===== config.mk =====
export PLATFORM = sky130hd
export DESIGN_NAME = axis_rr_arbiter
export DESIGN_NICKNAME = d
export VERILOG_FILES = /design/src/rtl/axis_switch_pkg.sv /design/src/rtl/axis_rr_arbiter_rr_pick.sv /design/src/rtl/axis_rr_arbiter.sv
export SDC_FILE = /design/constraint.sdc
export NUM_CORES = 1
export LEC_CHECK = 0
export BUFFER_PORTS_ARGS = -buffer_cell sky130_fd_sc_hd__buf_2
export CORE_MARGIN = 2
export CORE_UTILIZATION = 44
export CTS_CLUSTER_SIZE = 30
export DETAILED_ROUTE_END_ITERATION = 7
export PLACE_DENSITY = 0.85
export SYNTH_ARGS = -nofsm -noshare
export SYNTH_HDL_FRONTEND = slang
export SYNTH_HIERARCHICAL = 1
export SYNTH_SLANG_ARGS = --single-unit

===== constraint.sdc =====
create_clock -name clk -period 3.36 [get_ports clk]
set_input_delay 0.672 -clock clk [delete_from_list [all_inputs] [get_ports clk]]
set_output_delay 0.672 -clock clk [all_outputs]
set_load 0.01 [all_outputs]

===== src/rtl/axis_switch_pkg.sv =====
// axis_switch_pkg: shared types and round-robin helper for the switch output path
package axis_switch_pkg;
    localparam int N_PORTS_DEF = 4;
    typedef logic [$clog2(N_PORTS_DEF)-1:0] port_idx_t;
    typedef enum logic {IDLE, BUSY} state_t;
    function automatic int next_rr(int idx, int n);
        return (idx + 1) % n;
    endfunction
endpackage


===== src/rtl/axis_rr_arbiter_rr_pick.sv =====
// rr_pick: first requester after last_grant, searched upward with wrap
module rr_pick
    import axis_switch_pkg::*;
#(
    parameter int N  = 4,
    parameter int IW = $clog2(N)
) (
    input  logic [N-1:0]  req,
    input  logic [IW-1:0] last_grant,
    output logic [IW-1:0] gnt_idx,
    output logic          any_req
);
    assign any_req = |req;
    always_comb begin
        int k;
        logic found;
        gnt_idx = last_grant;
        found = 1'b0;
        k = next_rr(int'(last_grant), N);
        for (int i = 0; i < N; i++) begin
            if (!found && req[k]) begin
                gnt_idx = IW'(k);
                found = 1'b1;
            end
            k = next_rr(k, N);
        end
    end
endmodule


===== src/rtl/axis_rr_arbiter.sv =====
// axis_rr_arbiter: N-to-1 AXI-Stream packet arbiter, round-robin, grant locked per packet
module axis_rr_arbiter
    import axis_switch_pkg::*;
#(
    parameter int N_PORTS      = 4,
    parameter int T_DATA_WIDTH = 8,
    parameter int T_ID_WIDTH   = 8,
    parameter int T_USER_WIDTH = 8
) (
    input  logic                             clk,
    input  logic                             reset_n,
    input  logic [N_PORTS*T_DATA_WIDTH-1:0]  s_data,
    input  logic [N_PORTS*T_ID_WIDTH-1:0]    s_id,
    input  logic [N_PORTS*T_USER_WIDTH-1:0]  s_user,
    input  logic [N_PORTS-1:0]               s_last,
    input  logic [N_PORTS-1:0]               s_valid,
    output logic [N_PORTS-1:0]               s_ready,
    output logic [T_DATA_WIDTH-1:0]          m_data,
    output logic [T_ID_WIDTH-1:0]            m_id,
    output logic [T_USER_WIDTH-1:0]          m_user,
    output logic [$clog2(N_PORTS)-1:0]       m_src,
    output logic                             m_last,
    output logic                             m_valid,
    input  logic                             m_ready
);
    localparam int IW = $clog2(N_PORTS);

    state_t        state;
    logic [IW-1:0] grant, last_grant, pick;
    logic          any_req, hs;

    rr_pick #(.N(N_PORTS), .IW(IW)) u_pick (
        .req        (s_valid),
        .last_grant (last_grant),
        .gnt_idx    (pick),
        .any_req    (any_req)
    );

    // Slot accepts a beat when empty or draining in the same cycle
    assign s_ready = (state == BUSY && (!m_valid || m_ready)) ? N_PORTS'(1) << grant : '0;
    assign hs      = s_valid[grant] & s_ready[grant];

    always_ff @(posedge clk or negedge reset_n) begin
        if (!reset_n) begin
            state      <= IDLE;
            grant      <= '0;
            last_grant <= IW'(N_PORTS - 1);
            m_valid    <= 1'b0;
            m_last     <= 1'b0;
            m_data     <= '0;
            m_id       <= '0;
            m_user     <= '0;
            m_src      <= '0;
        end else begin
            if (hs) begin
                m_data  <= s_data[int'(grant)*T_DATA_WIDTH +: T_DATA_WIDTH];
                m_id    <= s_id[int'(grant)*T_ID_WIDTH +: T_ID_WIDTH];
                m_user  <= s_user[int'(grant)*T_USER_WIDTH +: T_USER_WIDTH];
                m_last  <= s_last[grant];
                m_src   <= grant;
                m_valid <= 1'b1;
            end else if (m_ready) begin
                m_valid <= 1'b0;
            end
            case (state)
                IDLE: if (any_req) begin
                    grant <= pick;
                    state <= BUSY;
                end
                BUSY: if (hs && s_last[grant]) begin
                    last_grant <= grant;
                    state      <= IDLE;
                end
                default: state <= IDLE;
            endcase
        end
    end
endmodule


; Word-level counts from Yosys, hierarchy flattened
; Cells that the tools add are included.
; Widths: inputs -> output; s select.
[word_totals]
reg_bits = 33
input_bits = 107
output_inout_bits = 32
word_cells = 77
[op_classes]
addsub = 4
magnitude_cmp = 5
shift = 4
n_mux = 31
n_bitwise = 6
reduce_logical = 18
[ops]
columns = operator, count
row1 = $shiftx 32x6->8, 3
row2 = $mux 1, 18
row3 = $lt 3x4->1 const B, 4
row4 = $bmux 1 s2, 7
row5 = $add 3x2->4 const B, 3
row6 = $mux 2, 4
row7 = $reduce_or 2->1, 4
row8 = $logic_and 1x1->1, 5
row9 = $and 1x1->1, 4
row10 = $logic_not 1->1, 4
row11 = $mux 4, 1
row12 = $reduce_and 2->1, 2
row13 = $reduce_or 4->1, 1
row14 = $shl 1x2->4 const A, 1
row15 = $lt 2x3->1 const B, 1
row16 = $add 2x1->2 const B, 1
row17 = $pmux 1 s2, 1
row18 = $reduce_bool 2->1, 1
row19 = $and 1x1->1 const A, 1
row20 = $logic_or 1x1->1, 1
row21 = $not 1->1, 1

; Logic depth before layout (Yosys ltp)
; Gate-level depths: netlist of run 1.
[logic_depth]
word_depth = 17
mapped_depth = 5
ltp_nobuf = 5

; Cells and area by module
; Netlist of run 1, hierarchy kept.
[modules_own_cells]
columns = mod, instances, cells_per_inst, area_each_um2, seq_area_each_um2
row1 = axis_rr_arbiter, 1, 113, 1900.6, 828.3
row2 = rr_pick, 1, 13, 78.8, 0.0

; Worst setup path after synthesis of run 1
; OpenSTA, ideal clock, no wires.
[synth_timing]
path_kind = input to register
startpoint = input s_valid[3]
endpoint = register m_data[0]
setup_ns = 0.127
arrival_time_ns = 1.795
required_time_ns = 3.233
setup_slack_ns = 1.438
path_stages = 4
n_path_buf = 1
cell_sequence = mux4_2 > nand3_4 > buf_6 > mux2_1
[synth_between]
elab_chain_len = 3
[synth_rtl]
columns = item, line_no
row1 = from (decl), axis_rr_arbiter.sv:16  ; input logic [N_PORTS-1:0] s_valid,
row2 = $bmux 1 s2, axis_rr_arbiter.sv:41  ; assign hs = s_valid[grant] & s_ready[grant];
row3 = $mux 1 (implied by the code), axis_rr_arbiter.sv:41
row4 = $and 1x1->1, axis_rr_arbiter.sv:41
row5 = to (signal assigned), axis_rr_arbiter.sv:56  ; m_data <= s_data[int'(grant)*T_DATA_WIDTH +: T_DATA_WIDTH];
row6 = to (decl), axis_rr_arbiter.sv:18  ; output logic [T_DATA_WIDTH-1:0] m_data,
; Every way passes these cells. The select of a mux whose other input is x is not followed.
; A chain may end at the register's enable or synchronous reset.

; Worst setup path in the final report of run 1
[layout_timing]
startpoint = register grant[1]
endpoint = output s_ready[2]
[layout_between]
elab_chain_len = 2
[layout_rtl]
columns = item, line_no
row1 = from (decl), axis_rr_arbiter.sv:29  ; logic [IW-1:0] grant, last_grant, pick;
row2 = from (signal assigned), axis_rr_arbiter.sv:67  ; grant <= pick;
row3 = $shl 1x2->4, axis_rr_arbiter.sv:40  ; assign s_ready = (state == BUSY && (!m_valid || m_ready)) ? N_PORTS'(1) << grant : '0;
row4 = $mux 4, axis_rr_arbiter.sv:40
row5 = to (decl), axis_rr_arbiter.sv:17  ; output logic [N_PORTS-1:0] s_ready,
; Every way passes these cells.

==> results of run 1 <==
[routing by layer]
layer | share of wire | global-route usage | up-vias
met5 | 0 | 0 | -
met4 | 0.013 | 0.0671 | 0
met3 | 0.066 | 0.0670 | 8
met2 | 0.57 | 0.384 | 91
met1 | 0.35 | 0.236 | 852
li1 | - | - | 775
[cells in the mapped netlist (all sizes together), types with 2 or more instances]
cell type,count,share of area
buf,5,0.023
clkbuf,3,0.0057
dfrtp,31,0.39
dfstp,2,0.027
inv,2,0.0038
mux2,29,0.17
mux2i,2,0.010
mux4,26,0.30
nand2,4,0.0076
nand3,2,0.011
nor2,5,0.0095
nor2b,2,0.0063
nor3,2,0.0051
o21ai,4,0.010
[sequential cells by signal, summed over array words and instances (netlist names)]
register and flops:
state 1, last_grant 2, m_id 8, grant 2, m_src 2, m_data 8, m_user 8, m_valid 1
m_last 1
[report_power, final]
part	switching, mW	leakage, nW	internal, mW	total (mW)
registers	0.199	0.383	0.620	0.819
clock network	0.134	0.0455	0.167	0.301
logic	0.544	0.921	0.742	1.29
[cell type report]
cell class | instances | share of cell area
repair buffers | 140 | 0.253
clock buffers | 8 | 0.0323
flip-flops and latches | 33 | 0.298
well taps | 52 | 0.0234
multi-input cells | 83 | 0.390
inverters | 2 | 0.00270
[worst paths after layout]
check	cells past startpoint	to	slack [ns]	start
min in group clk	1	m_id[5]	0.49	m_id[5]
max in group asynchronous	1	grant[0]	2.40	reset_n
hold / removal	1	grant[1]	0.46	reset_n
hold reg to reg	1	m_id[5]	0.49	m_id[5]
setup / recovery	3	s_ready[2]	1.00	grant[1]
setup reg to reg	3	m_user[6]	1.18	grant[1]
[through the flow]
step	instances	hold WS [ns]
final	318	0.455
after global routing	318	0.498
after CTS	318	0.477
after detailed placement	310	0.478
after floorplan	126	0.376
after global placement	310	0.466
[logic make-up after synthesis]
logic type      share of synthesized area
compound gates                     0.0303
simple gates                       0.0461
mux                                 0.473
flops                               0.418
buf+inv                            0.0322
[critical path, cell delays in order (launching register included)]
cell,delay (ns)
dfrtp_1,0.85
inv_1,0.19
nor3_1,0.21
buf_2,0.16
==> impl_metrics.ini, run 1 <==
[grt]
antenna_found_initial = 0
grt_pass1_wl_microns = 8190
grt_use_total = 0.212
grt_pass1_vias = 1807
grt.overflow.total = 0
grt_max_degree = 34

[synthesis]
synth_area_sq_um = 1980
syn_avg_cell_area_sq_um = 15.7
ys_types = 27
ys_warn_count = 6
synthArstFlopShare = 1.00
synth_ff_type = dfrtp_1
yosysSeqAreaShare = 0.418
ys_ff_latch = 33
postSynthCellCount = 126
synthesis.nets = 233
synth_edf_count = 0

[cells_and_area]
nets = 372
layout_common_cells = buf_2 (138), dfrtp_1 (30), mux4_2 (26)
final_util = 0.640
seq_area_sq_um = 830
final_layout_size_suffix_gt1_frac = 0.711
final_cell_area_sq_um = 2790
multi_input_area_sq_um = 1090
final_common_cell = buf_2
area_growth_syn_to_layout_pct = 40.7
num_antenna_cells = 0
n_fill_cell = 357

[sta]
rsz0062_at_grt = no
tightest_slew_ns = 0.785
fmax_mhz = 425
min_period_over_period = 0.701
tns_ns = 0
hold_viol = 0
fin_worst_skew_ns = 0.00462
period_minus_slack_ns = 2.36
report.final.slew_viol_count = 0
fin_ws_ns = 1.00
relSlewSlack = 0.477
setup_violations = 0

[route]
drt_iter0_markers = 62
vias = 1726
routed_wl_microns = 5120
wl_per_cell_microns = 16.1
avgViaCountPerCell = 5.43
drc_errors = 0
drtAntennaViolNets = 0
dr.pass1.iters = 4

[placed_design]
io_buffers = 138
gp_congestion = 0.859
place_ws_ns = 1.17
hpwlAfterDp_microns = 4030
post_dp_cell_area_sq_um = 2700

[clock_tree]
cts_hold_buf = 0
clkLatencyLatePin_ns = 0.28
clock_sinks = 33
cts_buffers = 5
cts_setup_buffers = 0
cts_tree = done
cts_resized = 0
htreeDepth = 2
cts-root-buf = clkbuf_8
clk_transition_reported_paths_ns = 0.06
max-clock-path-buffers = 2

[die]
core_area_sq_um = 4350
dieHeight_microns = 71.1
ios = 139
rows = 24
die_area_sq_um = 5050
die_x_microns = 71.1
start_util = 0.455

[critical_path]
start_kind = flop
worstSetupPathType = flop to output port
worstPathRequired_ns = 2.69
cp_data_arrival_time_ns = 1.68
crit_path_max_fanout = 19
worstSetupEndpointType = output port

[pwr]
power_mw = 2.41
p_leak_nw = 1.35
peakVddDrop_v = 0.000346
p_per_area_nw_per_um2 = 864

[run]
maxCapViolations = 0

[outcome]
outcome = finished clean

[min_path]
hold_path.class = input pin to async pin
Note: power is estimated with default switching activity, not from simulation.
==> inputs of run 2 (changes only) <==
CORE_UTILIZATION = 41   (was 44)
PLACE_DENSITY = 0.8   (was 0.85)
clock period = 2.25 ns   (was 3.36 ns; I/O delays follow)
==> run 2 against run 1 <==
  * Clock skew is 0.00090 ns higher
  * Register-to-register slack worse by 0.74 ns
  * Non-clock buffer count increased by 3
  * Clock power is 37% higher
  * Die area up 6.9%
  * Final cell count rose by 1.6%
  * Hold slack got worse by 0.21 ns
  * Power increased by 49%
  * Final area up 0.63%
  * Combinational power is 60% higher
  * Sequential power rose by 36%
  * Critical path depth unchanged
  * Largest cell class unchanged
  * Largest power group unchanged
==> impl_metrics.ini, run 2 (synthesized netlist as in run 1, its figures left out) <==
[clock_tree]
cts_hold_buf = 0
clk_transition_reported_paths_ns = 0.07
max-clock-path-buffers = 2
cts_buffers = 5
clkLatencyLatePin_ns = 0.27
cts_resized = 0
htreeDepth = 2
cts-root-buf = clkbuf_8
clock_sinks = 33
cts_setup_buffers = 0
cts_tree = done

[sta]
tightest_slew_ns = 0.754
hold_viol = 0
rsz0062_at_grt = no
report.final.slew_viol_count = 0
tns_ns = 0
setup_violations = 0
fmax_mhz = 551
hold_ws_ns = 0.247
min_period_over_period = 0.806
fin_worst_skew_ns = 0.00552
period_minus_slack_ns = 1.81
relSlewSlack = 0.497

[die]
dieHeight_microns = 73.5
ios = 139
die_area_sq_um = 5400
die_x_microns = 73.5
rows = 25
start_util = 0.422
core_area_sq_um = 4690

[route]
drt_iter0_markers = 73
dr.pass1.iters = 4
vias = 1725
drc_errors = 0
drtAntennaViolNets = 0
routed_wl_microns = 5110
avgViaCountPerCell = 5.34
wl_per_cell_microns = 15.8

[pwr]
p_per_area_nw_per_um2 = 1280
p_leak_nw = 1.36
peakVddDrop_v = 0.000461

[critical_path]
worstPathRequired_ns = 2.41
cp_cell_sequence = mux4_2, nand3_4, mux2_2
reg2reg_from = grant[0]
cp_data_arrival_time_ns = 1.97
ff2ff_setup_slack_ns = 0.44
startpoint = grant[0]
start_kind = flop
slowest_delay_ns = 0.56
worstSetupPathType = flop to flop
cp_slowest_cell = mux4_2
crit_path_max_fanout = 28
worstSetupEndpointType = flop

[min_path]
hold_path.class = input pin to async pin

[placed_design]
gp_congestion = 0.809
io_buffers = 138
hpwlAfterDp_microns = 4160

[cells_and_area]
area_growth_syn_to_layout_pct = 41.6
final_common_cell = buf_2
num_antenna_cells = 0
final_layout_size_suffix_gt1_frac = 0.717
layout_common_cells = buf_2 (138), dfrtp_1 (30), mux4_2 (26)
largest_registers = m_data x8, m_id x8, m_user x8
nets = 375

[grt]
grt.overflow.total = 0
grt_pass1_wl_microns = 8120
grt_pass1_vias = 1720
antenna_found_initial = 0
grt_max_degree = 34
grt_use_total = 0.198

[run]
maxCapViolations = 0

[outcome]
outcome = finished clean
[run 2: layer usage]
metal	vias up	wire, microns	part of all wire	global-route usage
met4	0	72	0.014	0.0646
met1	867	1950	0.38	0.237
met5	-	0	0	0
li1	782	-	-	-
met3	6	289	0.057	0.0357
met2	70	2810	0.55	0.356
[run 2: cell type report]
class | count | area, sq um
Fill cell | 408 | 1890
Tap cell | 54 | 67.6
Sequential cell | 33 | 830
Inverter | 2 | 7.51
Clock buffer | 6 | 72.6
Clock inverter | 2 | 10.0
Timing Repair Buffer | 143 | 728
Multi-Input combinational cell | 83 | 1090
[run 2: path summary, 6_finish.rpt]
kind / end / depth (start not counted)
max reg2reg: m_id[2] / 3
min reg2reg: m_id[6] / 1
max: m_id[2] / 3
min in group clk: m_id[6] / 1
max in group asynchronous: grant[0] / 1
min: grant[0] / 1
[run 2: power by group]
part / switching [mW] / total [mW] / internal, mW
logic: 0.930 / 2.07 / 1.14
clock network: 0.198 / 0.413 / 0.214
registers: 0.185 / 1.11 / 0.929
[run 2: through the flow]
step	setup slack (ns)	cell area (sq um)	total power, mW	util	cells
global placement	0.299	2720	3.15	0.580	315
CTS	0.421	2800	3.66	0.597	323
detailed placement	0.250	2720	3.24	0.580	315
global route	0.294	2800	3.88	0.597	323
floorplan	0.508	1980	2.60	-	126
finish	0.436	2800	3.60	0.597	323
[run 2: worst max-delay path, delay by kind of cell (launching register included)]
kind | cells | cell delay [ns]
flops | 1 | 0.39
mux | 2 | 0.94
simple gates | 1 | 0.35
